==> src/rtl/Shared_pkg.sv <==
// Shared definitions for the sync FIFO and its write-side arbiter.
package Shared_pkg;
    parameter int FIFO_WIDTH = 16;
    parameter int FIFO_DEPTH = 8;
    parameter int NUM_REQ    = 4;

    typedef enum logic [1:0] {ARB_IDLE, ARB_STREAM, ARB_HOLD} arb_state_e;
endpackage

==> src/rtl/rr_pick.sv <==
// Combinational round-robin picker: first set bit of req scanning upward from last+1.
module rr_pick #(
    parameter int N  = 4,
    parameter int IW = 2
) (
    input  logic [N-1:0]  req,
    input  logic [IW-1:0] last,
    output logic [N-1:0]  onehot,
    output logic [IW-1:0] idx,
    output logic          any
);

    // Scan offsets from farthest to nearest so the nearest requester overwrites the rest
    always_comb begin
        idx = '0;
        any = |req;
        for (int off = N; off >= 1; off--) begin
            if (req[(int'(last) + off) % N]) begin
                idx = IW'((int'(last) + off) % N);
            end else begin
                idx = idx;
            end
        end
        for (int j = 0; j < N; j++) begin
            onehot[j] = any && (idx == IW'(j));
        end
    end

endmodule

==> src/rtl/fifo_wr_arbiter.sv <==
// Round-robin arbiter sharing one sync FIFO write port among NUM_REQ valid/ready producers,
// with full/almostfull throttling and write-ack checking.
module fifo_wr_arbiter #(
    parameter int NUM_REQ    = Shared_pkg::NUM_REQ,
    parameter int FIFO_WIDTH = Shared_pkg::FIFO_WIDTH,
    parameter int CNT_W      = 16,
    parameter int IDW        = $clog2(NUM_REQ)
) (
    input  logic                          clk,
    input  logic                          rst,
    input  logic [NUM_REQ-1:0]            req_valid,
    input  logic [NUM_REQ*FIFO_WIDTH-1:0] req_data,
    output logic [NUM_REQ-1:0]            req_ready,
    output logic                          fifo_wr_en,
    output logic [FIFO_WIDTH-1:0]         fifo_data_in,
    input  logic                          fifo_full,
    input  logic                          fifo_almostfull,
    input  logic                          fifo_wr_ack,
    input  logic                          fifo_overflow,
    output logic [IDW-1:0]                grant_id,
    output logic [NUM_REQ*CNT_W-1:0]      accept_cnt,
    output logic                          err_overflow,
    input  logic                          err_clr
);
    import Shared_pkg::*;

    logic [NUM_REQ-1:0]            pick_onehot_s;
    logic [IDW-1:0]                pick_idx_s;
    logic                          pick_any_s;
    logic                          issue_s;
    logic                          accept_s;
    logic                          err_event_s;

    logic                          fifo_wr_en_q,   fifo_wr_en_d;
    logic [FIFO_WIDTH-1:0]         fifo_data_q,    fifo_data_d;
    logic [IDW-1:0]                grant_id_q,     grant_id_d;
    logic [IDW-1:0]                last_grant_q,   last_grant_d;
    logic [NUM_REQ-1:0][CNT_W-1:0] cnt_q,          cnt_d;
    logic                          err_q,          err_d;
    logic                          pend_q,         pend_d;
    arb_state_e                    state_q,        state_d;

    rr_pick #(
        .N  (NUM_REQ),
        .IW (IDW)
    ) u_pick (
        .req    (req_valid),
        .last   (last_grant_q),
        .onehot (pick_onehot_s),
        .idx    (pick_idx_s),
        .any    (pick_any_s)
    );

    // Issue gating, handshake and next-state computation
    always_comb begin
        // almostfull leaves one slot, which an in-flight write may already own
        issue_s     = !fifo_full && !(fifo_almostfull && fifo_wr_en_q);
        accept_s    = issue_s && pick_any_s;
        req_ready   = (accept_s && !rst) ? pick_onehot_s : '0;
        err_event_s = fifo_overflow || (pend_q != fifo_wr_ack);

        fifo_wr_en_d = accept_s;
        fifo_data_d  = fifo_data_q;
        grant_id_d   = grant_id_q;
        last_grant_d = last_grant_q;
        cnt_d        = cnt_q;
        pend_d       = fifo_wr_en_q;
        state_d      = state_q;

        if (accept_s) begin
            fifo_data_d  = req_data[pick_idx_s*FIFO_WIDTH +: FIFO_WIDTH];
            grant_id_d   = pick_idx_s;
            last_grant_d = pick_idx_s;
            if (cnt_q[pick_idx_s] != {CNT_W{1'b1}}) begin
                cnt_d[pick_idx_s] = cnt_q[pick_idx_s] + CNT_W'(1);
            end else begin
                cnt_d[pick_idx_s] = cnt_q[pick_idx_s];
            end
        end else begin
            fifo_data_d = fifo_data_q;
        end

        if (err_event_s) begin
            err_d = 1'b1;
        end else if (err_clr) begin
            err_d = 1'b0;
        end else begin
            err_d = err_q;
        end

        case (state_q)
            ARB_IDLE:   state_d = accept_s ? ARB_STREAM : ARB_IDLE;
            ARB_STREAM: begin
                if (accept_s)        state_d = ARB_STREAM;
                else if (pick_any_s) state_d = ARB_HOLD;
                else                 state_d = ARB_IDLE;
            end
            ARB_HOLD: begin
                if (accept_s)         state_d = ARB_STREAM;
                else if (!pick_any_s) state_d = ARB_IDLE;
                else                  state_d = ARB_HOLD;
            end
            default:    state_d = ARB_IDLE;
        endcase
    end

    // State registers; last_grant resets to the top index so producer 0 wins first
    always_ff @(posedge clk or posedge rst) begin
        if (rst) begin
            fifo_wr_en_q <= 1'b0;
            fifo_data_q  <= '0;
            grant_id_q   <= '0;
            last_grant_q <= IDW'(NUM_REQ - 1);
            cnt_q        <= '0;
            err_q        <= 1'b0;
            pend_q       <= 1'b0;
            state_q      <= ARB_IDLE;
        end else begin
            fifo_wr_en_q <= fifo_wr_en_d;
            fifo_data_q  <= fifo_data_d;
            grant_id_q   <= grant_id_d;
            last_grant_q <= last_grant_d;
            cnt_q        <= cnt_d;
            err_q        <= err_d;
            pend_q       <= pend_d;
            state_q      <= state_d;
        end
    end

    assign fifo_wr_en   = fifo_wr_en_q;
    assign fifo_data_in = fifo_data_q;
    assign grant_id     = grant_id_q;
    assign accept_cnt   = cnt_q;
    assign err_overflow = err_q;

endmodule

==> config.mk <==
export PLATFORM = sky130hd
export DESIGN_NAME = fifo_wr_arbiter
export DESIGN_NICKNAME = d
export VERILOG_FILES = /design/src/rtl/Shared_pkg.sv /design/src/rtl/rr_pick.sv /design/src/rtl/fifo_wr_arbiter.sv
export SDC_FILE = /design/constraint.sdc
export NUM_CORES = 1
export LEC_CHECK = 0
export ABC_AREA = 1
export BUFFER_PORTS_ARGS = -buffer_cell sky130_fd_sc_hd__buf_2
export CORE_ASPECT_RATIO = 0.8
export CORE_UTILIZATION = 40
export CTS_CLUSTER_DIAMETER = 30
export DETAILED_ROUTE_END_ITERATION = 6
export GPL_TIMING_DRIVEN = 1
export PLACE_DENSITY = 0.67
export SLEW_MARGIN = 30
export SYNTH_ARGS = -nofsm -noshare
export SYNTH_HDL_FRONTEND = slang
export SYNTH_SLANG_ARGS = --single-unit
==> constraint.sdc <==
create_clock -name clk -period 2.8 [get_ports clk]
set_clock_uncertainty 0.05 [all_clocks]
set_input_delay 0.28 -clock clk [delete_from_list [all_inputs] [get_ports clk]]
set_output_delay 0.28 -clock clk [all_outputs]
set_load 0.02 [all_outputs]
==> key figures, run 1 <==
Global routing
  • First-pass GRT wire length: 30,000 um
  • Vias in the first global route: 5,844
  • Largest net degree at the start of global routing: 38
  • GRT overflow: 0
  • Initial antenna violation count: 0
  • GRT Overall Usage: 26.8%

Synth
  • YS warnings: 0
  • Yosys top cell area share: 38.2%
  • Flops & latches, synth: 87
  • Post-synth top area cell: dfrtp_1
  • Seq/Total Area, Yosys: 39.2%
  • Synth Net Count: 920
  • Synthesized cell area: 5570 um^2
  • Mapped Avg Cell Area: 6.59 um^2
  • FFs w/ async S/R, synth: 100%
  • Top cells by area, synth: dfrtp_1 38%, nand2_1 25%, nor2_1 5.5%
  • Cell count after synthesis: 844
  • Library cells used by synthesis: 35
  • Post-synth EDFFs: 0
  • Primary FF master, synth: dfrtp_1

CTS
  • Number of buffers created by CTS: 9
  • CTS Buffer Depth: 2
  • CTS tree: yes
  • # hold bufs at CTS: 0
  • Root Driver: clkbuf_16
  • H-Tree Depth: 3
  • Skew-Pair Late Insertion Delay: 0.35 ns
  • Clock sink count: 87
  • CTS clock-pin slew for the worst setup and hold paths: 0.06 ns

Route
  • Post-DRT Antenna Nets: 0
  • Post-DR wirelength/cell: 15.5 um
  • Router iterations before antenna repair: 5
  • Vias: 6,439
  • Drt drc: 0
  • DR vias/cell: 5.10
  • Iteration-0 DRC Markers: 467
  • WL final: 19,500 um

Critical path
  • Worst EP required: 3.04 ns
  • Max Fanout on Critical Path: 8
  • Slowest-stage cell, CP: dfstp_2
  • Register-to-register setup slack: -0.36 ns
  • Critical Path Sink: accept_cnt[54]
  • R2r worst-path depth: 22
  • CP Launch Type: flip-flop
  • Critical Path Start: last_grant_q[0]
  • WP data arrival: 3.39 ns
  • Largest delay contributor family on the critical path: simple AND/OR/NAND/NOR gates
  • Critical Path Max Stage Delay: 0.64 ns
  • Crit-path cells: inv_6 > nand2_1 > nand2_1 > nand2_1 > nand2_1 > nand2_2 > nand3_4 > nand2_8 > nor2_4 > nand2_2 > nand2_2 > nor2_4 > ha_4 > inv_2 > nor2_4 > nand2_2 > nor2_4 > nand4_1 > buf_4 > o21ai_0 > nand2_1 > nand2_1
  • Critical path depth: 22
  • Worst r2r dst: accept_cnt[54]
  • Bufs and invs on worst path: 3
  • CP dominant cell by count: nand2_1
  • Critical path class: reg2reg
  • Worst r2r src: last_grant_q[0]
  • Critical path endpoint category: flip-flop

STA
  • Final WS setup: -0.358 ns
  • Slew margin rel.: 52.0%
  • Min cycle time layout: 3.16 ns
  • Max-slew violation count: 0
  • Fin crit share: 113%
  • Final Setup Violations: 66
  • Worst-Margin Slew: 0.719 ns
  • Final Hold Fails: 0
  • Unrepaired setup endpoints after global routing: true
  • Fmax: 0.317 GHz

Place
  • DP Worst Slack: -0.268 ns
  • DP HPWL: 13,400 um
  • Gpl congestion: 0.919
  • Input/output buffers: 162

Floorplanning
  • Row cnt: 38
  • Initial Utilization: 41.1%
  • Core area: 13,600 um^2
  • Die area: 14,400 um^2
  • Die Height: 108 um
  • I/O pins: 163
  • Die span in x: 134 um

Job
  • Max-Cap Viols: 0

Final layout
  • Layout overhead on the synthesized area: 44.3%
  • Fillers: 1,279
  • Sequential Area: 2180 um^2
  • Area of the multi-input gates: 3280 um^2
  • Layout cell share with drive strength beyond 1: 37.1%
  • Final #Nets: 1,153
  • Ant diodes: 0

Worst hold path
  • Min-Delay Path Class: in2async

Run status
  • Violated checks: setup timing
  • Outcome: finished, violations left
==> state kept, by name (all words and copies together) (netlist names) <==
register / cells
fifo_wr_en: 1
fifo_data_in: 16
err_overflow: 1
last_grant_q: 2
pend_q: 1
accept_cnt: 64
grant_id: 2
==> synth_stat cells (7+ instances only) <==
cell type	count
o21ai_0	15
inv_1	74
nand3b_1	18
clkbuf_1	21
a22oi_1	13
nand2_1	370
buf_2	7
nand3_1	53
nand4_1	19
dfrtp_1	85
buf_6	7
o21ai_1	17
nor2_1	82
==> kinds of logic after synthesis <==
group	Yosys count	share of synthesized area, %
mux	2	0.360
simple gates	563	42.9
buf+inv	122	9.58
compound gates	66	7.35
fa+ha+maj	1	0.225
flops	87	39.2
xor+xnor	3	0.472
==> routing by layer <==
layer | part of all wire (%) | vias up | wire, um | global-route usage (%)
met3 | 7.7 | 30 | 1510 | 4.76
met5 | 0 | - | 0 | 0
li1 | - | 3130 | - | -
met2 | 44 | 261 | 8610 | 41.0
met1 | 46 | 3018 | 9080 | 38.7
met4 | 1.7 | 0 | 336 | 7.39
==> per-stage QoR <==
step           TNS, ns  cell area [um^2]  cells  hold slack, ns  utilization (%)
2_1_floorplan    -1.44              5650    844           0.337                -
3_3_place_gp     -9.99              7110   1229           0.361             52.5
3_5_place_dp    -13.10              7110   1229           0.361             52.5
4_1_cts         -11.25              7490   1245          0.0199             55.3
5_1_grt         -27.74              8030   1262          0.0668             59.3
6_report        -15.28              8030   1262          0.0193             59.3
==> worst min-delay path by stage <==
stage                from              to  slack [ns]
6_report              rst  accept_cnt[58]        0.02
5_1_grt               rst  accept_cnt[26]        0.07
4_1_cts               rst  accept_cnt[10]        0.02
3_5_place_dp   fifo_wr_en          pend_q        0.36
3_3_place_gp   fifo_wr_en          pend_q        0.36
2_1_floorplan     err_clr    err_overflow        0.34
==> worst register-to-register path: cells and delay by family, from the launching register on <==
| family | cells | cell delay (ns) |
|---|---|---|
| fa+ha+maj | 1 | 0.15 |
| compound gates | 1 | 0.08 |
| simple gates | 17 | 1.85 |
| buf+inv | 3 | 0.35 |
| flops | 1 | 0.64 |
==> placed cells by master (no fill, tap or decap), types with 2 or more instances in the layout <==
master	count
or2_2	4
a21oi_1	6
clkbuf_16	12
nand4_1	19
buf_2	158
dfrtp_1	85
nor2_4	13
nand3b_1	18
nand2_4	8
inv_2	9
o21ai_1	13
o22ai_2	4
o21ai_0	7
nand3_1	44
xor2_1	2
a22oi_1	13
inv_1	69
clkinv_2	5
nand3_2	8
nand2_1	333
nand2_2	36
clkbuf_8	4
dfstp_2	2
a31oi_1	4
nor2_1	59
a41oi_1	6
buf_12	7
buf_4	83
o21ai_2	11
mux2i_1	2
nor2_2	17
nand3_4	2
buf_6	9
==> cell type report <==
type | count | share of cell area [%]
sequential | 87 | 27.1
clock buffer | 13 | 3.49
multi-input combinational | 636 | 40.8
tap | 180 | 2.80
clock inverter | 3 | 0.187
timing repair buffer | 260 | 21.5
inverter | 83 | 4.00
==> repair_timing <==
action                     4_1_cts  5_1_grt
buffers inserted                 0       14
pin swaps                        2       25
setup endpoints to repair       68       68
gates resized for setup         25       99
gates cloned                     0        4
Power of run 1 is left out: the tool's default activity adds up to more than one toggle a clock period on the data nets, which glitch-free logic cannot reach.
==> run 2, diff against run 1 <==
CORE_MARGIN = 3   (was unset)
==> run 2 against run 1 <==
Against the previous run: the run still ends with setup timing left; via count grew 0.82%; routed wire length grew 4.6%; final area grew 3.5%; critical endpoint is now accept_cnt[16]; largest cell class unchanged.
==> key figures, run 2 (synthesized netlist as in run 1, its figures left out) <==
Global routing
  • GRT Overall Usage: 26.1% (-0.74 points)
  • First-pass GRT wire length: 31,900 um (+6.1%)
  • Initial antenna violation count: 0 (unchanged)
  • GRT overflow: 0 (unchanged)
  • Largest net degree at the start of global routing: 43 (+13%)
  • Vias in the first global route: 6,053 (+3.6%)

Final layout
  • Core Util, Final: 62.8% (+3.5 points)
  • Most frequent cells in the layout: 321 x nand2_1, 159 x buf_2, 100 x buf_4
  • Sequential Area: 2180 um^2 (unchanged)
  • Max reg flops: 64 (unchanged)
  • Area of the multi-input gates: 3320 um^2 (+1.2%)
  • Layout overhead on the synthesized area: 49.3%
  • Fillers: 1,244 (-2.7%)
  • Layout cell share with drive strength beyond 1: 39.0% (+1.9 points)
  • Ant diodes: 0 (unchanged)
  • Commonest non-fill, non-tap cell in the layout: nand2_1
  • Final #Nets: 1,180 (+2.3%)

Worst hold path
  • Min-Delay Path Class: in2reg
  • Hold depth: 2

Critical path
  • R2r worst-path depth: 23 (+4.5%)
  • Max Fanout on Critical Path: 8 (unchanged)
  • WP data arrival: 3.35 ns (-0.04 ns)
  • Critical path class: reg2reg
  • Worst EP required: 3.03 ns (about the same)
  • Critical path endpoint category: flip-flop
  • CP Launch Type: flip-flop

Place
  • Input/output buffers: 162 (unchanged)
  • DP HPWL: 14,700 um (+10%)
  • Gpl congestion: 0.945 (+2.9%)

STA
  • Max-slew violation count: 0 (unchanged)
  • Fin crit share: 111% (-1.5 points)
  • Final Hold Fails: 0 (unchanged)
  • Worst-Margin Slew: 0.537 ns (-0.182 ns)
  • Unrepaired setup endpoints after global routing: true
  • Min cycle time layout: 3.12 ns (-0.0415 ns)
  • Fmax: 0.321 GHz (+1.3%)
  • Slew margin rel.: 64.2% (+12 points)
  • Final Setup Violations: 66 (unchanged)
  • Final WS setup: -0.317 ns (+0.0415 ns)

CTS
  • CTS Buffer Depth: 2 (unchanged)
  • CTS tree: yes
  • CTS clock-pin slew for the worst setup and hold paths: 0.06 ns (about the same)
  • Clock sink count: 87 (unchanged)
  • Skew-Pair Late Insertion Delay: 0.34 ns (about the same)
  • H-Tree Depth: 3 (unchanged)
  • Root Driver: clkbuf_16
  • Number of buffers created by CTS: 9 (unchanged)

Route
  • Post-DR wirelength/cell: 15.9 um (+2.9%)
  • Vias: 6,492 (+0.82%)
  • Router iterations before antenna repair: 4 (-1)
  • Iteration-0 DRC Markers: 513 (+9.9%)
  • Post-DRT Antenna Nets: 0 (unchanged)
  • WL final: 20,400 um (+4.6%)
  • Drt drc: 0 (unchanged)
  • DR vias/cell: 5.06 (-0.90%)

Floorplanning
  • Initial Utilization: 42.0% (+0.96 points)
  • Die Height: 112 um (+3.7%)
  • Core area: 13,200 um^2 (-2.3%)
  • Die area: 15,400 um^2 (+6.8%)
  • Row cnt: 37 (-2.6%)
  • Die span in x: 138 um (+3.0%)
  • I/O pins: 163 (unchanged)

Job
  • Max-Cap Viols: 0 (unchanged)

Run status
  • Violated checks: setup timing
  • Outcome: finished, violations left
run 2: cell types whose count changed in the layout (fill, tap and decap cells not counted), moves of 7 or more:
| cell | previous run | this run |
|---|---|---|
| nand2_1 | 333 | 321 |
| o21ai_1 | 13 | 20 |
| buf_4 | 83 | 100 |
| nand2_2 | 36 | 45 |
| buf_6 | 9 | 18 |
run 2: per-stage QoR:
stage / setup WS [ns] / area (um^2) / TNS (ns) / hold WS, ns / std cells
finish: -0.317 / 8310 / -13.84 / 0.102 / 1284
global route: -0.517 / 8310 / -27.83 / 0.122 / 1284
CTS: -0.231 / 8110 / -9.54 / 0.112 / 1276
detailed placement: -0.273 / 7210 / -11.41 / 0.146 / 1236
global placement: -0.238 / 7210 / -10.40 / 0.144 / 1236
floorplan: -0.0949 / 5650 / -1.44 / 0.337 / 844
run 2: final timing paths:
kind	endpoint	start	slack, ns
max	accept_cnt[16]	last_grant_q[0]	-0.32
max in group asynchronous	accept_cnt[43]	rst	1.61
min reg2reg	pend_q	fifo_wr_en	0.36
min in group asynchronous	accept_cnt[3]	rst	0.34
min	err_overflow	err_clr	0.10
max reg2reg	accept_cnt[16]	last_grant_q[0]	-0.32
run 2: worst max-delay path: stages, from the launching register on:
cell and delay [ns]:
dfstp_2 0.64, nand2_1 0.09, o21ai_2 0.10, nand2_2 0.10, nand2_2 0.08, nand2_4 0.07
nand2_4 0.06, nand2_4 0.08, nand2_8 0.13, buf_12 0.13, nand3b_1 0.10, buf_4 0.15
buf_4 0.12, buf_4 0.12, buf_4 0.12, buf_4 0.12, buf_4 0.12, buf_4 0.12
buf_4 0.12, buf_4 0.13, buf_6 0.10, a21oi_2 0.09, o21ai_1 0.07, nand2_1 0.06
run 2: routing by layer:
metal | wire length [um] | global-route usage, %
met5 | 0 | 0
met4 | 198 | 4.61
met3 | 1660 | 5.60
met2 | 8640 | 37.4
met1 | 9940 | 40.8
run 2: layout make-up:
type / instances / share of cell area (%)
sequential: 87 / 26.2
inverter: 83 / 3.97
timing repair buffer: 288 / 23.7
tap: 175 / 2.63
clock inverter: 5 / 0.467
multi-input combinational: 635 / 39.9
clock buffer: 11 / 3.04
run 2: timing repair:
item / CTS / global route
gates resized for setup: 118 / 28
setup buffers: 22 / 7
hold buffers: 1 / 0
pin swaps: 35 / 8
endpoints found under the hold margin: 5 / 0
cloned: 1 / 1
setup endpoints to repair: 68 / 78
Power of run 2 is left out for the same reason.
==> run 3, diff against run 2 <==
CORE_UTILIZATION = 30   (was 40)
PLACE_DENSITY = unset   (was 0.67)
==> run 3 against run 2 <==
Against the previous run: the run still ends with setup timing left; register-to-register slack hardly changed; clock-buffer cell count is 2 lower; core utilization shrank 12 points; critical path depth up 2; highest routed layer unchanged.
==> key figures, run 3 (synthesized netlist as in run 1, its figures left out) <==
STA
  • Final Setup Violations: 68 (+3.0%)
  • Final Hold Fails: 0 (unchanged)
  • Unrepaired setup endpoints after global routing: true
  • TNS Setup: -16.81 ns (-2.97 ns)
  • Fmax: 0.320 GHz (-0.24%)
  • Fin crit share: 112% (+0.26 points)
  • Min cycle time layout: 3.12 ns (+0.00740 ns)
  • Max-slew violation count: 0 (unchanged)
  • Final WS setup: -0.324 ns (-0.00740 ns)
  • Slew margin rel.: 67.3% (+3.1 points)
  • Final hold slack: 0.0634 ns (-0.0385 ns)
  • Worst-Margin Slew: 0.490 ns (-0.0470 ns)

Route
  • Vias: 6,587 (+1.5%)
  • Iteration-0 DRC Markers: 435 (-15%)
  • Router iterations before antenna repair: 5 (+1)
  • WL final: 22,100 um (+8.1%)
  • Post-DRT Antenna Nets: 0 (unchanged)
  • DR vias/cell: 4.92 (-2.7%)
  • Post-DR wirelength/cell: 16.5 um (+3.6%)
  • Drt drc: 0 (unchanged)

Critical path
  • Slowest-stage cell, CP: dfstp_2
  • Largest delay contributor family on the critical path: simple AND/OR/NAND/NOR gates
  • Bufs and invs on worst path: 5 (-6)
  • WP data arrival: 3.33 ns (-0.02 ns)
  • CP Launch Type: flip-flop
  • Critical path endpoint category: flip-flop
  • Critical path class: reg2reg
  • Max Fanout on Critical Path: 6 (-2)
  • Critical Path Max Stage Delay: 0.60 ns (-0.04 ns)
  • Worst EP required: 3.00 ns (-0.03 ns)

Global routing
  • Largest net degree at the start of global routing: 88 (+100%)
  • Vias in the first global route: 5,801 (-4.2%)
  • GRT overflow: 0 (unchanged)
  • GRT Overall Usage: 20.5% (-5.6 points)
  • Initial antenna violation count: 0 (unchanged)
  • First-pass GRT wire length: 32,200 um (+0.87%)

Job
  • Max-Cap Viols: 0 (unchanged)

Worst hold path
  • Min-Delay Path Class: in2reg

Floorplanning
  • I/O pins: 163 (unchanged)
  • Initial Utilization: 31.3% (-11 points)
  • Die span in x: 158 um (+15%)
  • Die Height: 128 um (+15%)
  • Core area: 17,800 um^2 (+34%)
  • Die area: 20,200 um^2 (+32%)
  • Row cnt: 43 (+16%)

Final layout
  • Layout cell share with drive strength beyond 1: 45.4% (+6.5 points)
  • Final #Nets: 1,185 (+0.42%)
  • Commonest non-fill, non-tap cell in the layout: nand2_1
  • Core Util, Final: 50.7% (-12 points)
  • Most frequent cells in the layout: 289 x nand2_1, 158 x buf_2, 95 x buf_4
  • Fillers: 1,730 (+39%)
  • Max reg flops: 64 (unchanged)
  • Post-route non-filler standard cell count: 1,339 (+4.3%)
  • Ant diodes: 0 (unchanged)
  • Layout overhead on the synthesized area: 61.6%

CTS
  • H-Tree Depth: 3 (unchanged)
  • Clock sink count: 87 (unchanged)
  • CTS clock-pin slew for the worst setup and hold paths: 0.06 ns (about the same)
  • Skew-Pair Late Insertion Delay: 0.36 ns (+0.02 ns)
  • # hold bufs at CTS: 0 (-1)
  • CTS tree: yes
  • Number of buffers created by CTS: 9 (unchanged)
  • Root Driver: clkbuf_16
  • CTS Buffer Depth: 2 (unchanged)

Place
  • DP HPWL: 15,200 um (+3.4%)
  • Placed cells: 1,278 (+3.4%)
  • Input/output buffers: 162 (unchanged)
  • Gpl congestion: 0.934 (-1.2%)

Run status
  • Violated checks: setup timing
  • Outcome: finished, violations left
-- run 3: cell types whose count changed in the layout (fill, tap and decap cells not counted), moves of 5 or more --
| cell | previous run | this run |
|---|---|---|
| buf_4 | 100 | 95 |
| nor2_4 | 13 | 25 |
| nand2_2 | 45 | 57 |
| nand2_1 | 321 | 289 |
| inv_1 | 71 | 65 |
| nor2_1 | 65 | 44 |
| nor2_2 | 11 | 20 |
| inv_2 | 5 | 10 |
| nand2_4 | 10 | 26 |
| nand3_1 | 40 | 35 |
-- run 3: what timing repair did --
| item | CTS | global route |
|---|---|---|
| pin swaps | 44 | 73 |
| cloned | 2 | 4 |
| setup buffers | 19 | 23 |
| endpoints found under the setup margin | 68 | 68 |
| gates resized for setup | 113 | 154 |
-- run 3: final cells by class --
class	count	area [um^2]	share of cell area, %
inverter	83	345	3.84
multi-input combinational	635	3720	41.4
sequential	87	2180	24.2
clock inverter	7	87.6	0.974
clock buffer	9	225	2.50
timing repair buffer	293	2150	23.9
tap	225	282	3.13
-- run 3: metal layers --
layer	up-vias	global-route usage [%]	wire, um
li1	3189	-	-
met1	3185	32.1	10700
met2	191	28.6	9660
met3	22	4.76	1450
met4	0	3.69	247
met5	-	0	0
-- run 3: stage by stage --
step	instance area (um^2)	setup slack, ns
6_report	8990	-0.324
4_1_cts	8190	-0.282
2_1_floorplan	5650	-0.0949
5_1_grt	8990	-0.508
3_3_place_gp	7260	-0.416
3_5_place_dp	7260	-0.420
-- run 3: worst paths after layout --
check / from / to / slack [ns] / cells past startpoint
max: last_grant_q[0] / accept_cnt[37] / -0.32 / 25
min: err_clr / err_overflow / 0.06 / 2
max reg2reg: last_grant_q[0] / accept_cnt[37] / -0.32 / 25
min reg2reg: fifo_wr_en / pend_q / 0.36 / 0
max in group asynchronous: rst / fifo_data_in[13] / 2.22 / 3
min in group asynchronous: rst / accept_cnt[27] / 0.08 / 3
Power of run 3 is left out for the same reason.
